$ cat src/rtl/moving_avg_mc.sv
// -----------------------------------------------------------------------------
// moving_avg_mc
//
// Multi-channel N-sample moving-average (boxcar FIR) filter. Every channel
// keeps a circular window of its last N samples plus a full-precision running
// sum, so the output is the exact floor-average of the window with no
// per-sample pre-division loss. All channels share one write pointer and one
// fill counter because they always advance in lockstep.
//
// Parameters
//   DATA_W    signed sample width per channel (8..32)
//   LOG2_N    window depth N = 2**LOG2_N (1..8)
//   CHANNELS  number of independent channels (1..8)
//
// Ports
//   clk        clock, all logic on the rising edge
//   rst        synchronous active-high reset
//   clear      synchronous flush of the window state (bypass unaffected)
//   bypass     1 = pass input sample through with 1-cycle delay, 0 = average
//   in_valid   one sample per channel is presented this cycle
//   in_data    channel c at bits [c*DATA_W +: DATA_W], two's complement
//   out_valid  1-cycle pulse, out_data carries a new result
//   out_data   per-channel result, same packing as in_data; holds when idle
//   primed     window holds N real samples since the last rst/clear
// -----------------------------------------------------------------------------
module moving_avg_mc #(
    parameter int DATA_W   = 24,
    parameter int LOG2_N   = 4,
    parameter int CHANNELS = 2
) (
    input  logic                         clk,
    input  logic                         rst,
    input  logic                         clear,
    input  logic                         bypass,
    input  logic                         in_valid,
    input  logic [CHANNELS*DATA_W-1:0]   in_data,
    output logic                         out_valid,
    output logic [CHANNELS*DATA_W-1:0]   out_data,
    output logic                         primed
);

    localparam int N     = 1 << LOG2_N;
    localparam int ACC_W = DATA_W + LOG2_N;

    // Sample windows. Contents are only ever read once the window is full,
    // so these need no reset.
    logic signed [DATA_W-1:0] ram [CHANNELS][N];

    logic [LOG2_N-1:0]        wptr;
    logic [LOG2_N:0]          fill;
    logic signed [ACC_W-1:0]  acc        [CHANNELS];

    logic signed [ACC_W-1:0]  acc_next   [CHANNELS];
    logic signed [DATA_W-1:0] sample     [CHANNELS];
    logic signed [DATA_W-1:0] old_sample [CHANNELS];
    logic [CHANNELS*DATA_W-1:0] result;
    logic                     window_full;
    logic                     accept;

    // fill saturates at exactly N = 2**LOG2_N, so its MSB is set only when
    // the window is full.
    assign window_full = fill[LOG2_N];
    assign primed      = window_full;

    // clear outranks in_valid: a sample arriving with clear is dropped.
    assign accept = in_valid && !clear;

    // Per-channel datapath. The sample leaving the window is read before the
    // same slot is overwritten, and counts as zero until the window has
    // filled. acc is wide enough that the add/subtract can never overflow,
    // and taking its upper DATA_W bits is an arithmetic shift by LOG2_N,
    // i.e. a floor division by N.
    always_comb begin
        result     = '0;
        sample     = '{default: '0};
        old_sample = '{default: '0};
        acc_next   = '{default: '0};
        for (int c = 0; c < CHANNELS; c++) begin
            sample[c]     = in_data[c*DATA_W +: DATA_W];
            old_sample[c] = window_full ? ram[c][wptr] : '0;
            acc_next[c]   = acc[c] + ACC_W'(sample[c]) - ACC_W'(old_sample[c]);
            result[c*DATA_W +: DATA_W] = bypass ? sample[c]
                                                : acc_next[c][ACC_W-1:LOG2_N];
        end
    end

    // Window control, running sums and the registered output stage. The
    // window keeps updating while bypass is set so that leaving bypass gives
    // a correct average straight away.
    always_ff @(posedge clk) begin
        if (rst) begin
            wptr      <= '0;
            fill      <= '0;
            out_valid <= 1'b0;
            out_data  <= '0;
            for (int c = 0; c < CHANNELS; c++) begin
                acc[c] <= '0;
            end
        end else if (clear) begin
            wptr      <= '0;
            fill      <= '0;
            out_valid <= 1'b0;
            for (int c = 0; c < CHANNELS; c++) begin
                acc[c] <= '0;
            end
        end else if (in_valid) begin
            wptr      <= wptr + LOG2_N'(1);
            if (!window_full) begin
                fill <= fill + (LOG2_N+1)'(1);
            end
            out_valid <= 1'b1;
            out_data  <= result;
            for (int c = 0; c < CHANNELS; c++) begin
                acc[c] <= acc_next[c];
            end
        end else begin
            out_valid <= 1'b0;
        end
    end

    // Sample storage write; the matching read of the same slot happens
    // combinationally above in the same cycle, so it sees the old value.
    always_ff @(posedge clk) begin
        if (!rst && accept) begin
            for (int c = 0; c < CHANNELS; c++) begin
                ram[c][wptr] <= sample[c];
            end
        end
    end

endmodule

$ cat config.mk
export PLATFORM = sky130hd
export DESIGN_NAME = moving_avg_mc
export DESIGN_NICKNAME = d
export VERILOG_FILES = /design/src/rtl/moving_avg_mc.sv
export SDC_FILE = /design/constraint.sdc
export NUM_CORES = 1
export LEC_CHECK = 0
export BUFFER_PORTS_ARGS = -buffer_cell sky130_fd_sc_hd__buf_4
export CAP_MARGIN = 25
export CELL_PAD_IN_SITES_DETAIL_PLACEMENT = 1
export CELL_PAD_IN_SITES_GLOBAL_PLACEMENT = 1
export CORE_UTILIZATION = 58
export DETAILED_ROUTE_END_ITERATION = 8
export PLACE_DENSITY = 0.8
export SYNTH_ARGS = -nofsm -noshare
export SYNTH_HDL_FRONTEND = slang
export SYNTH_SLANG_ARGS = --single-unit
$ cat constraint.sdc
create_clock -name clk -period 15.65 [get_ports clk]
set_clock_uncertainty 0.1 [all_clocks]
set_input_delay 0.7825 -clock clk [delete_from_list [all_inputs] [get_ports clk]]
set_output_delay 0.7825 -clock clk [all_outputs]
set_load 0.02 [all_outputs]
======== After elaboration in Yosys (flattened, before gate mapping) ========
Memories as Yosys holds them, arrays and structs flattened.
Index checks and enable logic that the tools add are counted.
storage, ports and cells
  flip-flop bits (word level) ............. 58
  bits in latches ......................... 0
  bits in writable memories ............... 824
  memory bits (read-only) ................. 0
  input port bits ......................... 53
  output and inout bits ................... 50
  word-level logic and storage cells ...... 58
  memories kept ........................... 2
operators by class
  $add $sub $neg .......................... 6
  multiply operators ...................... 0
  divide/modulo/power cells ............... 0
  $lt $le $gt $ge ......................... 2
  eq/ne operators ......................... 0
  shift operators ......................... 0
  muxes and demuxes ....................... 28
  bitwise operators ....................... 7
  reduce and logical (&&, ||, !) cells .... 8
memory list
  memory  words  bits a word  read ports  clocked after memory_dff  wr ports  RTL line  source
  ram     2      384          2           0                         2         47        logic signed [DATA_W-1:0] ram [CHANNELS][N];
  acc     2      28           2           0                         2         51        logic signed [ACC_W-1:0] acc [CHANNELS];
operators by type and width
  cell                                                         count
  two-way mux 384 bit                                          1
  two-way mux 24 bit                                           9
  binary-select mux 24 bit (select 4 bit)                      2
  two-way mux 28 bit                                           4
  demux 24 bit (select 4 bit)                                  1
  adder 28 x 24 -> 28 bit                                      2
  subtractor 28 x 24 -> 28 bit                                 2
  two-way mux 1 bit                                            10
  adder 5 x 1 -> 5 bit (second input constant)                 1
  >= comparator 5 bit (second input constant)                  1
  less-than comparator 5 x 1 -> 1 bit (second input constant)  1
  two-way mux 5 bit                                            1
  NOT 4 -> 5 bit                                               1
  adder 4 x 1 -> 4 bit (second input constant)                 1
  bitwise OR 1 bit                                             4
  AND reduction 2 bit                                          2
  logical AND 1 bit                                            3
  logical NOT 1 bit                                            2
  NOT 1 bit                                                    2
  OR reduction 2 bit                                           1

======== Logic depth before layout (Yosys ltp) ========
  word-level depth ........................ 7
  depth in mapped cells ................... 21
  gate-level depth less buffers ........... 18

======== Worst setup path before layout ========
OpenSTA, ideal clock, no wires.
  path type ............................... reg-to-reg
  start point ............................. reg wptr[0]
  end point ............................... mem acc[0][21] in the netlist's numbering (data pin)
  setup time .............................. 0.267 ns
  data arrival time ....................... 4.963 ns
  required time ........................... 15.283 ns
  slack ................................... 10.319 ns
  stages on the path, launching flop included .. 20
  path buffers ............................ 3
  clock period less this slack ............ 5.331 ns
  cells stage by stage .................... dfxtp_1 -> buf_2 -> buf_2 -> buf_1 -> mux4_2 -> mux4_2 -> and2_1 -> fa_1 -> inv_1 -> ha_1 -> a21o_1 -> a211oi_1 -> o21ai_1 -> a31o_1 -> o21ai_2 -> nand4_2 -> a31o_2 -> a21oi_2 -> xor2_1 -> nor2_1
RTL lines
  what                    RTL line  source
  start, declared         49        logic [LOG2_N-1:0] wptr;
  start signal, assigned  107       wptr <= wptr + LOG2_N'(1);
  end, declared           51

==> results list <==
- Detailed placement ended at an HPWL of 58.9 mm.
- By count the netlist is led by sky130_fd_sc_hd__edfxtp_1, sky130_fd_sc_hd__mux4_2, sky130_fd_sc_hd__inv_1, sky130_fd_sc_hd__nor2_1.
- In this run the worst setup path begins at wptr[0]$_SDFFE_PP0P_.
- Headroom to the max-slew limit: 0.247
* R2R Path Start: wptr[0]$_SDFFE_PP0P_
- Length of routed met2 wiring: 51.0 mm
* Accumulated negative setup slack: 0 ns
- After global routing the overflow that remains totals 0.
- Measured against the total synthesized area, the mux share comes to 0.143.
- No sink is reached through more buffers than the 3 on the longest clock path.
- In the routed design, unresolved DRC markers number 0.
- Area fraction in compound gates after synthesis: 0.0456
* Count of pins on the block boundary: 103
- Area of the die: 67100 um2
* Class of the worst hold path: input pin to register
* Hold WS: 0.369 ns
* Antenna cell count: 0
* Post-CTS Setup Bufs: 0
- Max Slew Vio Count: 0
- Number of nets in the finished design: 2507
* Count of hold buffers inserted by post-cts repair: 0
- Counting the buffers created by CTS gives 90.
- Initial cell density of the core: 0.591
- Worst Setup Path Type: register to register
- Final number of hold-violating endpoints: 0
- Dividing the final minimum period by the clock period gives 0.466.
- The worst setup path is launched from a register.
- Net Count, Synth: 2374
* Netlist Area Pre-Place: 38300 um2
* Peak clock frequency supported by timing: 0.137 GHz
- Worst-path maximum fanout: 93
* Clock Pin Slew Worst Setup and Hold Paths: 0.07 ns
- Port-buffer cells: 102
- From synthesis to final layout, the design area changed by 12.3%.
- Power consumption: 5.40 mW
- In the routed layout, each cell is associated on average with a via count of 6.50.
- Via count of the first global-routing pass: 23000
- Number of clock sinks: 882
- At the pin with the least slew margin, the transition time is 1.13 ns.
- The synthesized design contains 882 register bits.
- Power density cells: 125 nW/um2
- Yosys mapped the design onto 80 distinct sky130hd cell types.
- Clk pwr share: 0.393
* Met1 wire length: 40.5 mm
- In this run, post-CTS repair resized a total of 0 instances.
* Initial antenna violation count: 2
* Placement Rows: 93
- Across every metal layer, demand over resource in global routing totals 0.315.
- Length in cells of the worst reg-to-reg path: 18
- The first global-routing pass estimated 151 mm of wire.
* Htree depth: 3
- Data arrives at the worst endpoint at 7.52 ns.
- CTS root buf: sky130_fd_sc_hd__clkbuf_16
* Area of the placeable core: 64800 um2
- The average instance in the mapped netlist occupies 17.4 um2.
- Top routing layer used: met5
- Of the total power, the share spent switching nets is 0.245.
- Register area: 25900 um2
- Final critical delay including setup and external delays: 7.29 ns
- Total of endpoints with negative setup slack in the final report: 0
- Of the post-synthesis cell area, the dominant cell type holds 0.646.
- Entering global routing, the biggest net connects 94 pins.
* Share of flip-flops with an asynchronous set or reset after synthesis: 0
- Setup repair after global routing left no endpoint under its margin.
- Clk_lat worst skew: 0.64 ns
* Top area cells in the synthesized netlist: sky130_fd_sc_hd__edfxtp_1, sky130_fd_sc_hd__mux4_2, sky130_fd_sc_hd__dfxtp_1
* Crit path to: acc[0][55]$_SDFFCE_PN0P_
* Reported max-cap violation count: 0
* Placement Cell Area: 40200 um2
- Number of enable-type register cells in the synthesized netlist: 824
* Filler cell count in the final layout: 5462
- The internal power of the cells totals 4.08 mW.
- Synthesis warning total: 0
- Of the cells placed in the final design, the portion with a size suffix greater than 1 is 0.237.
* Status: complete, no violations
- Summed over all cells, the static leakage comes to 14.8 nW.
- Of the total synthesized cell area, the portion taken by XOR and XNOR cells is 0.0112.
* R2r setup slk: 8.36 ns
- In this run, the number of DRC markers left after iteration 0 of detailed routing was 2204.
- The routed layout has 21200 vias.
- Crit. End Element: register
* Width of the die: 259 um
- Wirelength per Cell: 31.4 um
* Die H: 259 um
* Library cell with the largest summed area after synthesis: sky130_fd_sc_hd__edfxtp_1
- The congestion estimate from routability-driven global placement came to 0.865.
- Post-layout instance area: 43000 um2
- Portion of total power attributed to sequential cells: 0.487
* Most numerous cell in the Yosys netlist: sky130_fd_sc_hd__edfxtp_1
- Once layout is complete, the utilization of the core stands at 0.664.
* DR WL met3: 7.86 mm
- Post-synthesis adder-cell area fraction: 0.0488
- TritonCTS built the clock tree.
- The analysis attributes to net switching a power of 1.32 mW.
- The most used flip-flop cell after synthesis is sky130_fd_sc_hd__edfxtp_1.
- Once detail routing completed, the nets flagged for antenna violations numbered 0.
- Area share of and/or/nand/nor cells after synthesis: 0.0438
- In the synthesized netlist, the number of instances is 2204.
- The routed design has 103 mm of wire.
* Max IR drop VDD: 0.0000998 V
* Data required time of the critical path: 15.88 ns
* End of the worst register-to-register path: acc[0][55]$_SDFFCE_PN0P_
- In the final layout, the multi-input gates occupy 11300 um2.
* First-pass iteration count of the detailed router: 5
- The share of total power dissipated in combinational logic is 0.120.
- Fraction of the yosys area taken by sequential cells: 0.676
* Main combinational cell family by area after synthesis: multiplexers
-- state kept, by name, indices dropped and copies added, names as in the netlist --
name       flops
ram          768
acc           56
out_data      48
fill           5
wptr           4
out_valid      1
-- layout make-up --
class | instances | share of cell area
tap | 855 | 0.0249
sequential | 882 | 0.602
clock inverter | 49 | 0.0107
inverter | 211 | 0.0184
timing repair buffer | 141 | 0.0248
multi-input combinational | 1011 | 0.263
clock buffer | 116 | 0.0561
-- cell families after synthesis --
| logic type | after synthesis |
|---|---|
| AO/OA/AOI/OAI | 258 |
| XOR/XNOR | 49 |
| adder cells (fa/ha/maj) | 117 |
| buffers and inverters | 311 |
| flip-flops | 882 |
| multiplexers | 248 |
| AND/OR/NAND/NOR | 339 |
-- worst min path at each step --
| stage | startpoint | end | slack, ns | depth (start not counted) |
|---|---|---|---|---|
| 6_report | in_data[26] | ram[0][674]$_DFFE_PP_ | 0.37 | 1 |
| 3_5_place_dp | out_data[42]$_SDFFE_PP0P_ | out_data[42]$_SDFFE_PP0P_ | 0.39 | 1 |
| 4_1_cts | in_data[26] | ram[0][698]$_DFFE_PP_ | 0.35 | 1 |
| 3_3_place_gp | out_data[33]$_SDFFE_PP0P_ | out_data[33]$_SDFFE_PP0P_ | 0.38 | 2 |
| 5_1_grt | in_data[26] | ram[0][674]$_DFFE_PP_ | 0.37 | 1 |
| 2_1_floorplan | fill[3]$_SDFFE_PP0P_ | fill[3]$_SDFFE_PP0P_ | 0.38 | 2 |
-- power groups by stage --
stage	combinational (mW)	clock, mW	sequential (mW)
4_1_cts	0.642	2.14	2.63
5_1_grt	0.700	2.22	2.63
3_5_place_dp	0.624	0	2.68
3_3_place_gp	0.588	0	2.67
6_report	0.646	2.12	2.63
2_1_floorplan	0.413	0	2.68
-- layer usage --
layer  GRT usage  vias up
li1            -     8774
met2       0.520     1031
met3      0.0580      215
met4       0.109        2
met1       0.425    11200
met5           0        -
-- layout by cell type, fill, tap and decap left out, types with 7 or more instances in the layout --
master,n
sky130_fd_sc_hd__edfxtp_1,824
sky130_fd_sc_hd__and3_1,9
sky130_fd_sc_hd__dfxtp_1,53
sky130_fd_sc_hd__ha_1,63
sky130_fd_sc_hd__o21ai_0,64
sky130_fd_sc_hd__mux4_2,238
sky130_fd_sc_hd__buf_4,139
sky130_fd_sc_hd__xor2_1,17
sky130_fd_sc_hd__inv_1,209
sky130_fd_sc_hd__clkinv_2,15
sky130_fd_sc_hd__clkinv_1,19
sky130_fd_sc_hd__mux2i_1,7
sky130_fd_sc_hd__nor2b_1,7
sky130_fd_sc_hd__clkbuf_1,22
sky130_fd_sc_hd__o21bai_1,7
sky130_fd_sc_hd__nor2_4,12
sky130_fd_sc_hd__and2_1,46
sky130_fd_sc_hd__a21oi_1,55
sky130_fd_sc_hd__nand2b_1,10
sky130_fd_sc_hd__fa_1,54
sky130_fd_sc_hd__nor3_1,14
sky130_fd_sc_hd__xnor2_1,32
sky130_fd_sc_hd__nor2_1,105
sky130_fd_sc_hd__clkbuf_16,92
sky130_fd_sc_hd__o211ai_1,28
sky130_fd_sc_hd__a21o_1,31
sky130_fd_sc_hd__o211a_1,14
sky130_fd_sc_hd__a211oi_1,8
sky130_fd_sc_hd__bufinv_16,8
sky130_fd_sc_hd__nand2_1,70
sky130_fd_sc_hd__nand4_1,8
sky130_fd_sc_hd__nand3_1,18
-- worst max-delay path, stage by stage, from the launching register on --
cell	delay, ns
sky130_fd_sc_hd__dfxtp_4	0.71
sky130_fd_sc_hd__buf_12	0.56
sky130_fd_sc_hd__buf_4	0.87
sky130_fd_sc_hd__mux4_2	0.60
sky130_fd_sc_hd__mux4_2	0.49
sky130_fd_sc_hd__and2_1	0.19
sky130_fd_sc_hd__fa_1	0.48
sky130_fd_sc_hd__inv_1	0.06
sky130_fd_sc_hd__ha_1	0.28
sky130_fd_sc_hd__a21oi_1	0.08
sky130_fd_sc_hd__nand4b_1	0.20
sky130_fd_sc_hd__a21oi_1	0.49
sky130_fd_sc_hd__nor3_2	0.15
sky130_fd_sc_hd__nor3b_1	0.56
sky130_fd_sc_hd__o31ai_1	0.21
sky130_fd_sc_hd__o21ai_0	0.22
sky130_fd_sc_hd__a41oi_1	0.19
sky130_fd_sc_hd__xnor2_1	0.26
sky130_fd_sc_hd__nor2_1	0.07
-- per-stage QoR --
| step | setup WS (ns) | instances |
|---|---|---|
| 6_report | 8.36 | 3265 |
| 3_5_place_dp | 8.31 | 3099 |
| 4_1_cts | 8.05 | 3264 |
| 3_3_place_gp | 8.48 | 3099 |
| 2_1_floorplan | 10.32 | 2204 |
| 5_1_grt | 7.78 | 3265 |
Power figures use the tool's default switching activity.
